`src/rtl/adc_5g_sync_aligner_pkg.sv`:
```
`default_nettype none
// ----------------------------------------------------------------------------
// adc_5g_pkg : sample constants, aligner FSM states and sample helpers
// Rev 1.0
// ----------------------------------------------------------------------------
package adc_5g_pkg;

  localparam int SAMPLE_W = 8;
  localparam int NSAMP    = 8;
  localparam int WORD_W   = SAMPLE_W * NSAMP;
  localparam int NSYNC    = NSAMP / 2;

  typedef enum logic [1:0] {
    IDLE    = 2'd0,
    ARMED   = 2'd1,
    ALIGNED = 2'd2
  } state_e;

  function automatic logic [SAMPLE_W-1:0] sample_of(input logic [WORD_W-1:0] w, input int k);
    return w[k*SAMPLE_W +: SAMPLE_W];
  endfunction

  function automatic logic [1:0] lowest_set4(input logic [NSYNC-1:0] b);
    if (b[0]) return 2'd0;
    if (b[1]) return 2'd1;
    if (b[2]) return 2'd2;
    if (b[3]) return 2'd3;
    return 2'd0;
  endfunction

endpackage
`default_nettype wire

```
`src/rtl/adc_5g_sync_aligner_if.sv`:
```
`default_nettype none
// ----------------------------------------------------------------------------
// adc_5g_sync_aligner_if : FIFO-side sample stream in, re-framed stream and status out
// Rev 1.0
// ----------------------------------------------------------------------------
interface adc_5g_sync_aligner_if #(
  parameter int PERIOD_W  = 24,
  parameter int OVR_CNT_W = 16
);
  import adc_5g_pkg::*;

  logic [WORD_W-1:0]    user_data;
  logic [NSYNC-1:0]     user_sync;
  logic [1:0]           user_outofrange;
  logic                 user_data_valid;
  logic                 arm;
  logic                 ovr_clr;

  logic [WORD_W-1:0]    out_data;
  logic                 out_valid;
  logic                 out_sync;
  logic [1:0]           phase;
  logic                 aligned;
  logic [PERIOD_W-1:0]  sync_period;
  logic                 period_stable;
  logic [OVR_CNT_W-1:0] ovr_count;

  modport master (
    output user_data, user_sync, user_outofrange, user_data_valid, arm, ovr_clr,
    input  out_data, out_valid, out_sync, phase, aligned, sync_period, period_stable, ovr_count
  );

  modport slave (
    input  user_data, user_sync, user_outofrange, user_data_valid, arm, ovr_clr,
    output out_data, out_valid, out_sync, phase, aligned, sync_period, period_stable, ovr_count
  );

endinterface
`default_nettype wire

```
`src/rtl/adc_5g_sync_aligner_frame_rotator.sv`:
```
`default_nettype none
// ----------------------------------------------------------------------------
// adc_5g_frame_rotator : builds an output frame starting at sample 2p of hist
// Rev 1.0
// ----------------------------------------------------------------------------
module adc_5g_frame_rotator
  import adc_5g_pkg::*;
(
  input  logic [WORD_W-1:0] hist_i,
  input  logic [WORD_W-1:0] cur_i,
  input  logic [1:0]        phase_i,
  output logic [WORD_W-1:0] frame_o
);

  always_comb begin
    frame_o = '0;
    for (int k = 0; k < NSAMP; k++) begin
      if (2*int'(phase_i) + k < NSAMP) begin
        frame_o[k*SAMPLE_W +: SAMPLE_W] = sample_of(hist_i, 2*int'(phase_i) + k);
      end else begin
        frame_o[k*SAMPLE_W +: SAMPLE_W] = sample_of(cur_i, 2*int'(phase_i) + k - NSAMP);
      end
    end
  end

endmodule
`default_nettype wire

```
`src/rtl/adc_5g_sync_aligner.sv`:
```
`default_nettype none
// ----------------------------------------------------------------------------
// adc_5g_sync_aligner : sync phase search, stream re-framing, period/overrange status
// Rev 1.0
// ----------------------------------------------------------------------------
module adc_5g_sync_aligner
  import adc_5g_pkg::*;
#(
  parameter int PERIOD_W  = 24,
  parameter int OVR_CNT_W = 16
) (
  input  logic                        ctrl_clk_in,
  input  logic                        ctrl_reset,
  adc_5g_sync_aligner_if.slave        bus
);

  localparam logic [PERIOD_W-1:0]  CNT_MAX = {PERIOD_W{1'b1}};
  localparam logic [OVR_CNT_W-1:0] OVR_MAX = {OVR_CNT_W{1'b1}};

  state_e               state_q, state_d;
  logic [1:0]           phase_q, phase_d;
  logic [WORD_W-1:0]    hist_q;
  logic [NSYNC-1:0]     hist_sync_q;
  logic                 hist_vld_q;
  logic [WORD_W-1:0]    out_data_q;
  logic                 out_valid_q;
  logic                 out_sync_q;
  logic                 prev_nz_q;
  logic                 have_edge_q;
  logic [PERIOD_W-1:0]  word_cnt_q;
  logic [PERIOD_W-1:0]  sync_period_q;
  logic                 period_stable_q;
  logic [OVR_CNT_W-1:0] ovr_count_q;

  logic                 vin;
  logic                 sync_any;
  logic                 sync_edge;
  logic                 frame_en;
  logic [WORD_W-1:0]    frame;

  // user_data_valid is the FIFO empty flag, so a word is present when it is low
  assign vin       = !bus.user_data_valid;
  assign sync_any  = |bus.user_sync;
  assign sync_edge = vin && sync_any && !prev_nz_q;
  assign frame_en  = vin && hist_vld_q;

  adc_5g_frame_rotator u_rotator (
    .hist_i  (hist_q),
    .cur_i   (bus.user_data),
    .phase_i (phase_q),
    .frame_o (frame)
  );

  always_comb begin
    state_d = state_q;
    phase_d = phase_q;
    case (state_q)
      IDLE: begin
        phase_d = 2'd0;
        if (bus.arm) state_d = ARMED;
      end
      ARMED: begin
        if (bus.arm) begin
          state_d = ARMED;
        end else if (vin && sync_any) begin
          phase_d = lowest_set4(bus.user_sync);
          state_d = ALIGNED;
        end
      end
      ALIGNED: begin
        if (bus.arm) state_d = ARMED;
      end
      default: begin
        state_d = IDLE;
        phase_d = 2'd0;
      end
    endcase
  end

  always_ff @(posedge ctrl_clk_in) begin
    if (ctrl_reset) begin
      state_q         <= IDLE;
      phase_q         <= '0;
      hist_q          <= '0;
      hist_sync_q     <= '0;
      hist_vld_q      <= 1'b0;
      out_data_q      <= '0;
      out_valid_q     <= 1'b0;
      out_sync_q      <= 1'b0;
      prev_nz_q       <= 1'b0;
      have_edge_q     <= 1'b0;
      word_cnt_q      <= '0;
      sync_period_q   <= '0;
      period_stable_q <= 1'b0;
      ovr_count_q     <= '0;
    end else begin
      state_q     <= state_d;
      phase_q     <= phase_d;
      out_valid_q <= frame_en;
      // Frame start is hist sample 2p, covered by hist sync bit p
      out_sync_q  <= frame_en && (state_q == ALIGNED) && hist_sync_q[phase_q];
      if (frame_en) out_data_q <= frame;

      if (vin) begin
        hist_q      <= bus.user_data;
        hist_sync_q <= bus.user_sync;
        hist_vld_q  <= 1'b1;
        prev_nz_q   <= sync_any;
        if (sync_edge) begin
          word_cnt_q <= {{(PERIOD_W-1){1'b0}}, 1'b1};
        end else if (word_cnt_q != CNT_MAX) begin
          word_cnt_q <= word_cnt_q + 1'b1;
        end
      end

      // The first edge after reset or arm only starts the word count
      if (sync_edge) begin
        have_edge_q     <= 1'b1;
        period_stable_q <= 1'b0;
        if (have_edge_q && !bus.arm) begin
          sync_period_q   <= word_cnt_q;
          period_stable_q <= (word_cnt_q == sync_period_q) && (word_cnt_q != '0) &&
                             (word_cnt_q != CNT_MAX);
        end
      end
      if (bus.arm) begin
        have_edge_q     <= 1'b0;
        period_stable_q <= 1'b0;
      end

      if (bus.ovr_clr) begin
        ovr_count_q <= '0;
      end else if (vin && (|bus.user_outofrange) && (ovr_count_q != OVR_MAX)) begin
        ovr_count_q <= ovr_count_q + 1'b1;
      end
    end
  end

  assign bus.out_data      = out_data_q;
  assign bus.out_valid     = out_valid_q;
  assign bus.out_sync      = out_sync_q;
  assign bus.phase         = phase_q;
  assign bus.aligned       = (state_q == ALIGNED);
  assign bus.sync_period   = sync_period_q;
  assign bus.period_stable = period_stable_q;
  assign bus.ovr_count     = ovr_count_q;

endmodule
`default_nettype wire

```
`src/flat_wrapper.sv`:
```
// flat-port wrapper written by rule: the top's interface ports become plain ports
module adc_5g_sync_aligner_flat import adc_5g_pkg::*;
#(
  parameter int PERIOD_W  = 24,
  parameter int OVR_CNT_W = 16
)
  (ctrl_clk_in, ctrl_reset, bus_user_data, bus_user_sync, bus_user_outofrange, bus_user_data_valid, bus_arm, bus_ovr_clr, bus_out_data, bus_out_valid, bus_out_sync, bus_phase, bus_aligned, bus_sync_period, bus_period_stable, bus_ovr_count);
  adc_5g_sync_aligner_if #(.PERIOD_W(PERIOD_W), .OVR_CNT_W(OVR_CNT_W)) bus_i ();
  input  logic ctrl_clk_in;
  input  logic ctrl_reset;
  input wire logic [$bits(bus_i.user_data)-1:0] bus_user_data;
  input wire logic [$bits(bus_i.user_sync)-1:0] bus_user_sync;
  input wire logic [$bits(bus_i.user_outofrange)-1:0] bus_user_outofrange;
  input wire logic [$bits(bus_i.user_data_valid)-1:0] bus_user_data_valid;
  input wire logic [$bits(bus_i.arm)-1:0] bus_arm;
  input wire logic [$bits(bus_i.ovr_clr)-1:0] bus_ovr_clr;
  output wire logic [$bits(bus_i.out_data)-1:0] bus_out_data;
  output wire logic [$bits(bus_i.out_valid)-1:0] bus_out_valid;
  output wire logic [$bits(bus_i.out_sync)-1:0] bus_out_sync;
  output wire logic [$bits(bus_i.phase)-1:0] bus_phase;
  output wire logic [$bits(bus_i.aligned)-1:0] bus_aligned;
  output wire logic [$bits(bus_i.sync_period)-1:0] bus_sync_period;
  output wire logic [$bits(bus_i.period_stable)-1:0] bus_period_stable;
  output wire logic [$bits(bus_i.ovr_count)-1:0] bus_ovr_count;
  assign bus_i.user_data = bus_user_data;
  assign bus_i.user_sync = bus_user_sync;
  assign bus_i.user_outofrange = bus_user_outofrange;
  assign bus_i.user_data_valid = bus_user_data_valid;
  assign bus_i.arm = bus_arm;
  assign bus_i.ovr_clr = bus_ovr_clr;
  assign bus_out_data = bus_i.out_data;
  assign bus_out_valid = bus_i.out_valid;
  assign bus_out_sync = bus_i.out_sync;
  assign bus_phase = bus_i.phase;
  assign bus_aligned = bus_i.aligned;
  assign bus_sync_period = bus_i.sync_period;
  assign bus_period_stable = bus_i.period_stable;
  assign bus_ovr_count = bus_i.ovr_count;
  adc_5g_sync_aligner #(.PERIOD_W(PERIOD_W), .OVR_CNT_W(OVR_CNT_W)) u_core (.ctrl_clk_in(ctrl_clk_in), .ctrl_reset(ctrl_reset), .bus(bus_i));
endmodule
```
`config.mk`:
```
export PLATFORM = sky130hd
export DESIGN_NAME = adc_5g_sync_aligner_flat
export DESIGN_NICKNAME = d
export VERILOG_FILES = /design/src/rtl/adc_5g_sync_aligner_pkg.sv /design/src/rtl/adc_5g_sync_aligner_if.sv /design/src/rtl/adc_5g_sync_aligner_frame_rotator.sv /design/src/rtl/adc_5g_sync_aligner.sv /design/src/flat_wrapper.sv
export SDC_FILE = /design/constraint.sdc
export NUM_CORES = 1
export LEC_CHECK = 0
export BUFFER_PORTS_ARGS = -buffer_cell sky130_fd_sc_hd__clkbuf_2
export CORE_AREA = 3 3 147 149
export DETAILED_ROUTE_END_ITERATION = 6
export DIE_AREA = 0 0 150 152
export GPL_TIMING_DRIVEN = 1
export HOLD_SLACK_MARGIN = 0.05
export PLACE_DENSITY_LB_ADDON = 0.08
export SLEW_MARGIN = 10
export SYNTH_ARGS = -nofsm -noshare
export SYNTH_HDL_FRONTEND = slang
export SYNTH_SLANG_ARGS = --single-unit
```
`constraint.sdc`:
```
create_clock -name ctrl_clk_in -period 2.8 [get_ports ctrl_clk_in]
set_clock_uncertainty 0.05 [all_clocks]
set_input_delay 0.28 -clock ctrl_clk_in [delete_from_list [all_inputs] [get_ports ctrl_clk_in]]
set_output_delay 0.28 -clock ctrl_clk_in [all_outputs]
set_load 0.01 [all_outputs]
```
==> results of run 1 <==
report_power, final:
group	switching [mW]	internal [mW]	leakage, nW	total [mW]
registers	0.0765	3.03	1.68	3.11
logic	0.356	0.345	3.00	0.701
clock network	1.23	1.94	0.408	3.17
cell type report:
cell class | count | area, µm²
fill | 1734 | 7300
multi-input combinational | 765 | 5830
sequential | 206 | 4130
timing repair buffer | 275 | 1830
clock buffer | 34 | 709
tap | 270 | 338
clock inverter | 10 | 100
inverter | 17 | 63.8
path summary, 6_finish.rpt:
kind                                   startpoint                                   end  slack (ns)
max reg2reg      u_core.bus.phase[1]$_SDFFE_PP0P_  u_core.bus.out_data[31]$_SDFFE_PP0P_        0.45
min reg2reg  u_core.bus.out_data[46]$_SDFFE_PP0P_  u_core.bus.out_data[46]$_SDFFE_PP0P_        0.41
min                             bus_user_data[14]        u_core.hist_q[14]$_SDFFE_PP0N_        0.09
max              u_core.bus.phase[1]$_SDFFE_PP0P_  u_core.bus.out_data[31]$_SDFFE_PP0P_        0.45
kinds of logic after synthesis:
logic type,count (synthesis),share of synthesized area
and+or+nand+nor,383,0.167
DFF,206,0.395
muxes,182,0.253
AOI/OAI and AO/OA,147,0.0918
buffers and inverters,112,0.0467
xor gates and xnor gates,48,0.0403
adders and majority gates,5,0.00600
per-stage QoR:
step           utilization  std cells  setup slack [ns]
3_5_place_dp         0.567       1465             0.488
3_3_place_gp         0.567       1465             0.544
5_1_grt              0.640       1577             0.221
6_report             0.640       1577             0.451
4_1_cts              0.640       1577             0.471
2_1_floorplan            -       1083          -0.00835
sequential cells by signal, summed over array words and instances (netlist names), 2 cells and up:
| signal | flops |
|---|---|
| u_core.bus.out_data | 64 |
| u_core.state_q | 2 |
| u_core.hist_sync_q | 4 |
| u_core.bus.phase | 2 |
| u_core.word_cnt_q | 24 |
| u_core.bus.ovr_count | 16 |
| u_core.bus.sync_period | 24 |
| u_core.hist_q | 64 |
routing by layer:
layer,GRT usage,up-vias,share of wire
li1,-,4312,-
met1,0.336,4307,0.44
met2,0.394,302,0.47
met3,0.0322,53,0.059
met4,0.0693,0,0.028
met5,0,-,0
cell usage in the layout, fill, tap and decap left out, drive strengths merged, types with 29 or more instances in the layout:
master	netlist	routed
a211oi	30	30
nor3	29	29
mux2i	117	117
nand2	109	109
dfxtp	206	206
dlygate4sd3	0	68
clkbuf	52	216
nor2	157	157
mux4	65	65
a21oi	61	61
worst max-delay path: stages (launching register included):
cell,delay (ns)
dfxtp_2,0.32
buf_4,0.58
ha_1,0.30
clkinv_1,0.46
o211ai_1,0.25
o211ai_1,0.11
a21oi_1,0.17
what timing repair did:
item,4_1_cts,5_1_grt
hold buffers,68,0
buffers inserted,0,0
endpoints found under the hold margin,69,0
==> metrics.md, run 1 <==
| Metric | Value |
|---|---|
| Status | completed |
| Final net count | 1,369 |
| Vias in the first global route | between 8,000 and 9,000 |
| Post-route DRC | 0 |
| Clk pin slew, worst setup/hold paths | approximately 0.060 ns |
| Resized Gates After CTS | 0 |
| RSZ-0062 raised after global routing | false |
| Hold crit path type | input port to flip-flop |
| Synth area leader | dfxtp_1 |
| Clk root buf | clkbuf_16 |
| CP Class | flip-flop to flip-flop |
| Most common cell in the netlist | dfxtp_1 |
| Peak Freq | ~0.43 GHz |
| Max-cap violations | 0 |
| Via Count | between 8,000 and 9,000 |
| Synth warn | 0 |
| CP Launch Type | flip-flop |
| Syn Inst Count | approximately 1,100 |
| Placed Area | roughly 0.012 mm² |
| R2R depth | 6 |
| Flops & latches, synth | 206 |
| Minimum clock period | between 2 and 2.5 ns |
| Static Leakage | just over 5 nW |
| Max transition margin | 0.500 |
| Clock Sinks | ~210 |
| Syn nets | 1,163 |
| DR vias/cell | approximately 5.7 |
| Top cells by area, synth | dfxtp_1 (40%), mux4_2 (14%), mux2i_1 (11%) |
| Seq/Total Area, Yosys | 0.395 |
| CP endpoint kind | flip-flop |
| CTS buffer count | 24 |
| Setup-failing EPs final | 0 |
| Netlist Area Pre-Place | roughly 0.010 mm² |
| Die area | between 0.02 and 0.025 mm² |
| IO Port Bufs | roughly 180 |
| Longest Clk Path Bufs | 3 |
| Die Y | between 150 and 200 µm |
| Site Rows | between 50 and 60 |
| Tcrit/Tclk final | 0.839 |
| CTS HTree Levels | 1 |
| P&R area growth vs syn | 24.7% |
| CORE AREA | about 0.020 mm² |
| Top cells by count, synth | dfxtp_1 (206), nor2_1 (157), mux2i_1 (117) |
| Post-synth EDFFs | 0 |
| DRT iter0 DRCs | about 490 |
| First-pass DRT Iterations | 4 |
| I/O Pins | 185 |
| Initial antenna violation count | 0 |
| Largest net degree at the start of global routing | between 100 and 150 |
| Global-route wire length before repair | between 40 and 50 mm |
| Syn Area/Cell | 9.63 µm² |
| Routed wire length | around 28 mm |
| Antenna diodes | 0 |
| Top_reg_cell synth | dfxtp_1 |
| Fin Setup TNS | 0 ns |
| Max-slew violations | 0 |
| Die Span X | 150 µm |
| Crit path DAT | around 2.7 ns |
| Netlist cell types | 54 |
| Skew-Pair Late Insertion Delay | 0.51 ns |
| Max FO, Critical Path | 55 |
| RePlAce Congestion | slightly above 0.8 |
| Share of the synthesized area in the top cell type | 0.395 |
| GRT Residual Overflow | 0 |
| Tightest Pin Transition | between 0.7 and 0.8 ns |
| Tot Pwr | around 7.0 mW |
| Starting Density | 0.514 |
| Total power density per cell area | about 540 mW/mm² |
| Endpoints failing hold | 0 |
| CTS tree | yes |
| Hold path cells | 3 |
| WP data required | approximately 3.2 ns |
| Antenna viol nets, final | 0 |
| Hold slack | slightly above 0.09 ns |
| Wire per inst | roughly 18 µm |
| Design area | 0.0130 mm² |
| HPWL Detailed | ~18 mm |
| Share of cells above drive strength 1 | 0.251 |
| Max VDD drop | between 0.5 and 0.6 mV |
| Fraction of registers with async set/reset | 0 |
| GRT Util Overall | 0.241 |
No activity file was read; power rests on OpenSTA's default activity.
==> inputs of run 2 (changes only) <==
==> constraint.sdc (replaced) <==
create_clock -name ctrl_clk_in -period 2.15 [get_ports ctrl_clk_in]
set_clock_uncertainty 0.05 [all_clocks]
set_input_delay 0.215 -clock ctrl_clk_in [delete_from_list [all_inputs] [get_ports ctrl_clk_in]]
set_output_delay 0.215 -clock ctrl_clk_in [all_outputs]
set_load 0.01 [all_outputs]
==> run 2 against run 1 <==
Compared with the run above: cell count is 2.2% higher; sequential power increased by 30%; global-route usage up 0.25 points; core utilization rose by 1.9 points; via count up 2.0%; worst setup slack worse by 0.33 ns; clock power grew 23%; total power increased by 27%; flip-flop and latch count stayed put; first-iteration DRC count is 14% higher; critical endpoint is now u_core.word_cnt_q[6]$_SDFFE_PP0P_; largest cell class unchanged.
==> metrics.md, run 2 (synthesis results as in run 1) <==
| Metric | Value |
|---|---|
| CP endpoint kind | flip-flop (unchanged) |
| Antenna diodes | 0 (unchanged) |
| Placed insts | 1,496 (was 1,465) |
| Hold crit path type | input port to flip-flop (unchanged) |
| Multi-input gate area | 0.00591 mm² (was 0.00583 mm²) |
| Max FO, Critical Path | 7 (was 55) |
| Crit path DAT | 2.42 ns (was 2.74 ns) |
| Core Util, Final | 0.659 (was 0.640) |
| DR vias/cell | 5.68 (was 5.69) |
| Filler Cells Inserted | 1,694 (was 1,734) |
| Fin cells | 1,612 (was 1,577) |
| Tcrit/Tclk final | 0.942 |
| Most frequent cells in the layout | dfxtp_1 (204), clkbuf_2 (182), nor2_1 (157) (unchanged) |
| Setup-failing EPs final | 0 (unchanged) |
| Antenna viol nets, final | 0 (unchanged) |
| R2R depth | 6 (unchanged) |
| Max-slew violations | 0 (unchanged) |
| Peak Freq | about 0.5 GHz |
| Tot Pwr | 8.89 mW (was 6.98 mW) |
| Tightest Pin Transition | 0.637 ns (was 0.750 ns) |
| HPWL Detailed | 19.1 mm (was 18.2 mm) |
| Clk root buf | clkbuf_16 (unchanged) |
| HP Start | bus_ovr_clr (was bus_user_data[14]) |
| FF+latch area | 0.00413 mm² (unchanged) |
| DRT iter0 DRCs | 558 (was 491) |
| Global-route wire length before repair | 46.1 mm (was 45.8 mm) |
| Wire per inst | 17.6 µm (was 17.7 µm) |
| Share of cells above drive strength 1 | 0.272 (was 0.251) |
| First-pass DRT Iterations | 5 (was 4) |
| Hold slack | 0.144 ns (was 0.0934 ns) |
| Die Y | 152 µm (unchanged) |
| I/O Pins | 185 (unchanged) |
| Max VDD drop | 0.500 mV (was 0.567 mV) |
| CORE AREA | 0.0203 mm² (unchanged) |
| Worst r2r src | u_core.bus.phase[0]$_SDFFE_PP0P_ (was u_core.bus.phase[1]$_SDFFE_PP0P_) |
| Largest net degree at the start of global routing | 69 (was 138) |
| Starting Density | 0.514 (unchanged) |
| Total power density per cell area | 664 mW/mm² (was 537 mW/mm²) |
| IO Port Bufs | 184 (unchanged) |
| Post-route DRC | 0 (unchanged) |
| Site Rows | 52 (unchanged) |
| Max transition margin | 0.571 (was 0.500) |
| Initial antenna violation count | 0 (unchanged) |
| CP Class | input port to flip-flop (was flip-flop to flip-flop) |
| Die area | 0.0228 mm² (unchanged) |
| Clk pin slew, worst setup/hold paths | 0.06 ns (about the same) |
| Most common library cell in the layout ignoring fill and taps | dfxtp_1 (unchanged) |
| Via Count | 9,150 (was 8,974) |
| CTS buffer count | 24 (unchanged) |
| Routed wire length | 28.4 mm (was 28.0 mm) |
| Crit path launch | bus_user_sync[3] (was u_core.bus.phase[1]$_SDFFE_PP0P_) |
| RePlAce Congestion | 0.856 (was 0.832) |
| GRT Util Overall | 0.244 (was 0.241) |
| GRT Residual Overflow | 0 (unchanged) |
| CTS tree | yes (unchanged) |
| Max-cap violations | 0 (unchanged) |
| Skew-Pair Late Insertion Delay | 0.51 ns (about the same) |
| CP Launch Type | input port (was flip-flop) |
| Static Leakage | 5.29 nW (was 5.09 nW) |
| Clock Sinks | 206 (unchanged) |
| Status | completed (unchanged) |
| RSZ-0062 raised after global routing | false (unchanged) |
| Hold path cells | 3 (unchanged) |
| Final net count | 1,408 (was 1,369) |
| Worst reg-to-reg setup slack | 0.18 ns (was 0.45 ns) |
| Die Span X | 150 µm (unchanged) |
| # Post-CTS Setup Buffers | 0 (unchanged) |
| Minimum clock period | approximately 2 ns |
| WP data required | 2.55 ns (was 3.19 ns) |
| Longest Clk Path Bufs | 3 (unchanged) |
| Endpoints failing hold | 0 (unchanged) |
| CTS HTree Levels | 1 (unchanged) |
| Vias in the first global route | 8,844 (was 8,696) |
| P&R area growth vs syn | 28.3% (was 24.7%) |
==> run 2: metrics by stage <==
| step | setup TNS, ns | setup slack [ns] | cell area, µm² |
|---|---|---|---|
| after global routing | 0 | 0.00495 | 13400 |
| after detailed placement | 0 | 0.164 | 11900 |
| after CTS | 0 | 0.0570 | 13400 |
| after global placement | 0 | 0.213 | 11900 |
| final | 0 | 0.124 | 13400 |
| after floorplan | -6.01 | -0.273 | 10600 |
==> run 2: worst max-delay path: stages <==
cell           delay, ns
dlygate4sd3_1       0.55
clkbuf_2            0.13
or4_1               0.66
nand3_2             0.21
nand2_2             0.07
or4_1               0.51
nand2_1             0.08
==> run 2: worst paths after layout <==
check                                                             end
worst max register to register   u_core.bus.out_data[30]$_SDFFE_PP0P_
worst max-delay path                u_core.word_cnt_q[6]$_SDFFE_PP0P_
worst min-delay path            u_core.bus.ovr_count[10]$_SDFFE_PP0P_
worst min register to register         u_core.state_q[0]$_SDFFE_PP0P_
==> run 2: power breakdown <==
part | total [mW] | leakage (nW) | internal [mW] | switching [mW]
Clock | 3.89 | 0.361 | 2.32 | 1.57
Sequential | 4.05 | 1.68 | 3.95 | 0.102
Combinational | 0.952 | 3.25 | 0.475 | 0.477
Total | 8.89 | 5.29 | 6.74 | 2.14
==> run 2: area by class of cell <==
| class | instances | share of cell area |
|---|---|---|
| multi-input combinational | 765 | 0.442 |
| timing repair buffer | 314 | 0.163 |
| clock inverter | 1 | 0.000561 |
| sequential | 206 | 0.309 |
| inverter | 17 | 0.00496 |
| tap | 270 | 0.0253 |
| clock buffer | 39 | 0.0552 |
==> run 2: timing repair <==
| action | in CTS | in global routing |
|---|---|---|
| resized for setup | 0 | 1 |
| hold buffers | 76 | 0 |
| endpoints found under the setup margin | 0 | 1 |
| endpoints found under the hold margin | 73 | 0 |
==> run 2: layer usage <==
layer  global-route usage  wire (µm)
met2                0.396      13500
met5                    0          0
met4               0.0702        711
met1                0.342      12700
met3               0.0313       1540
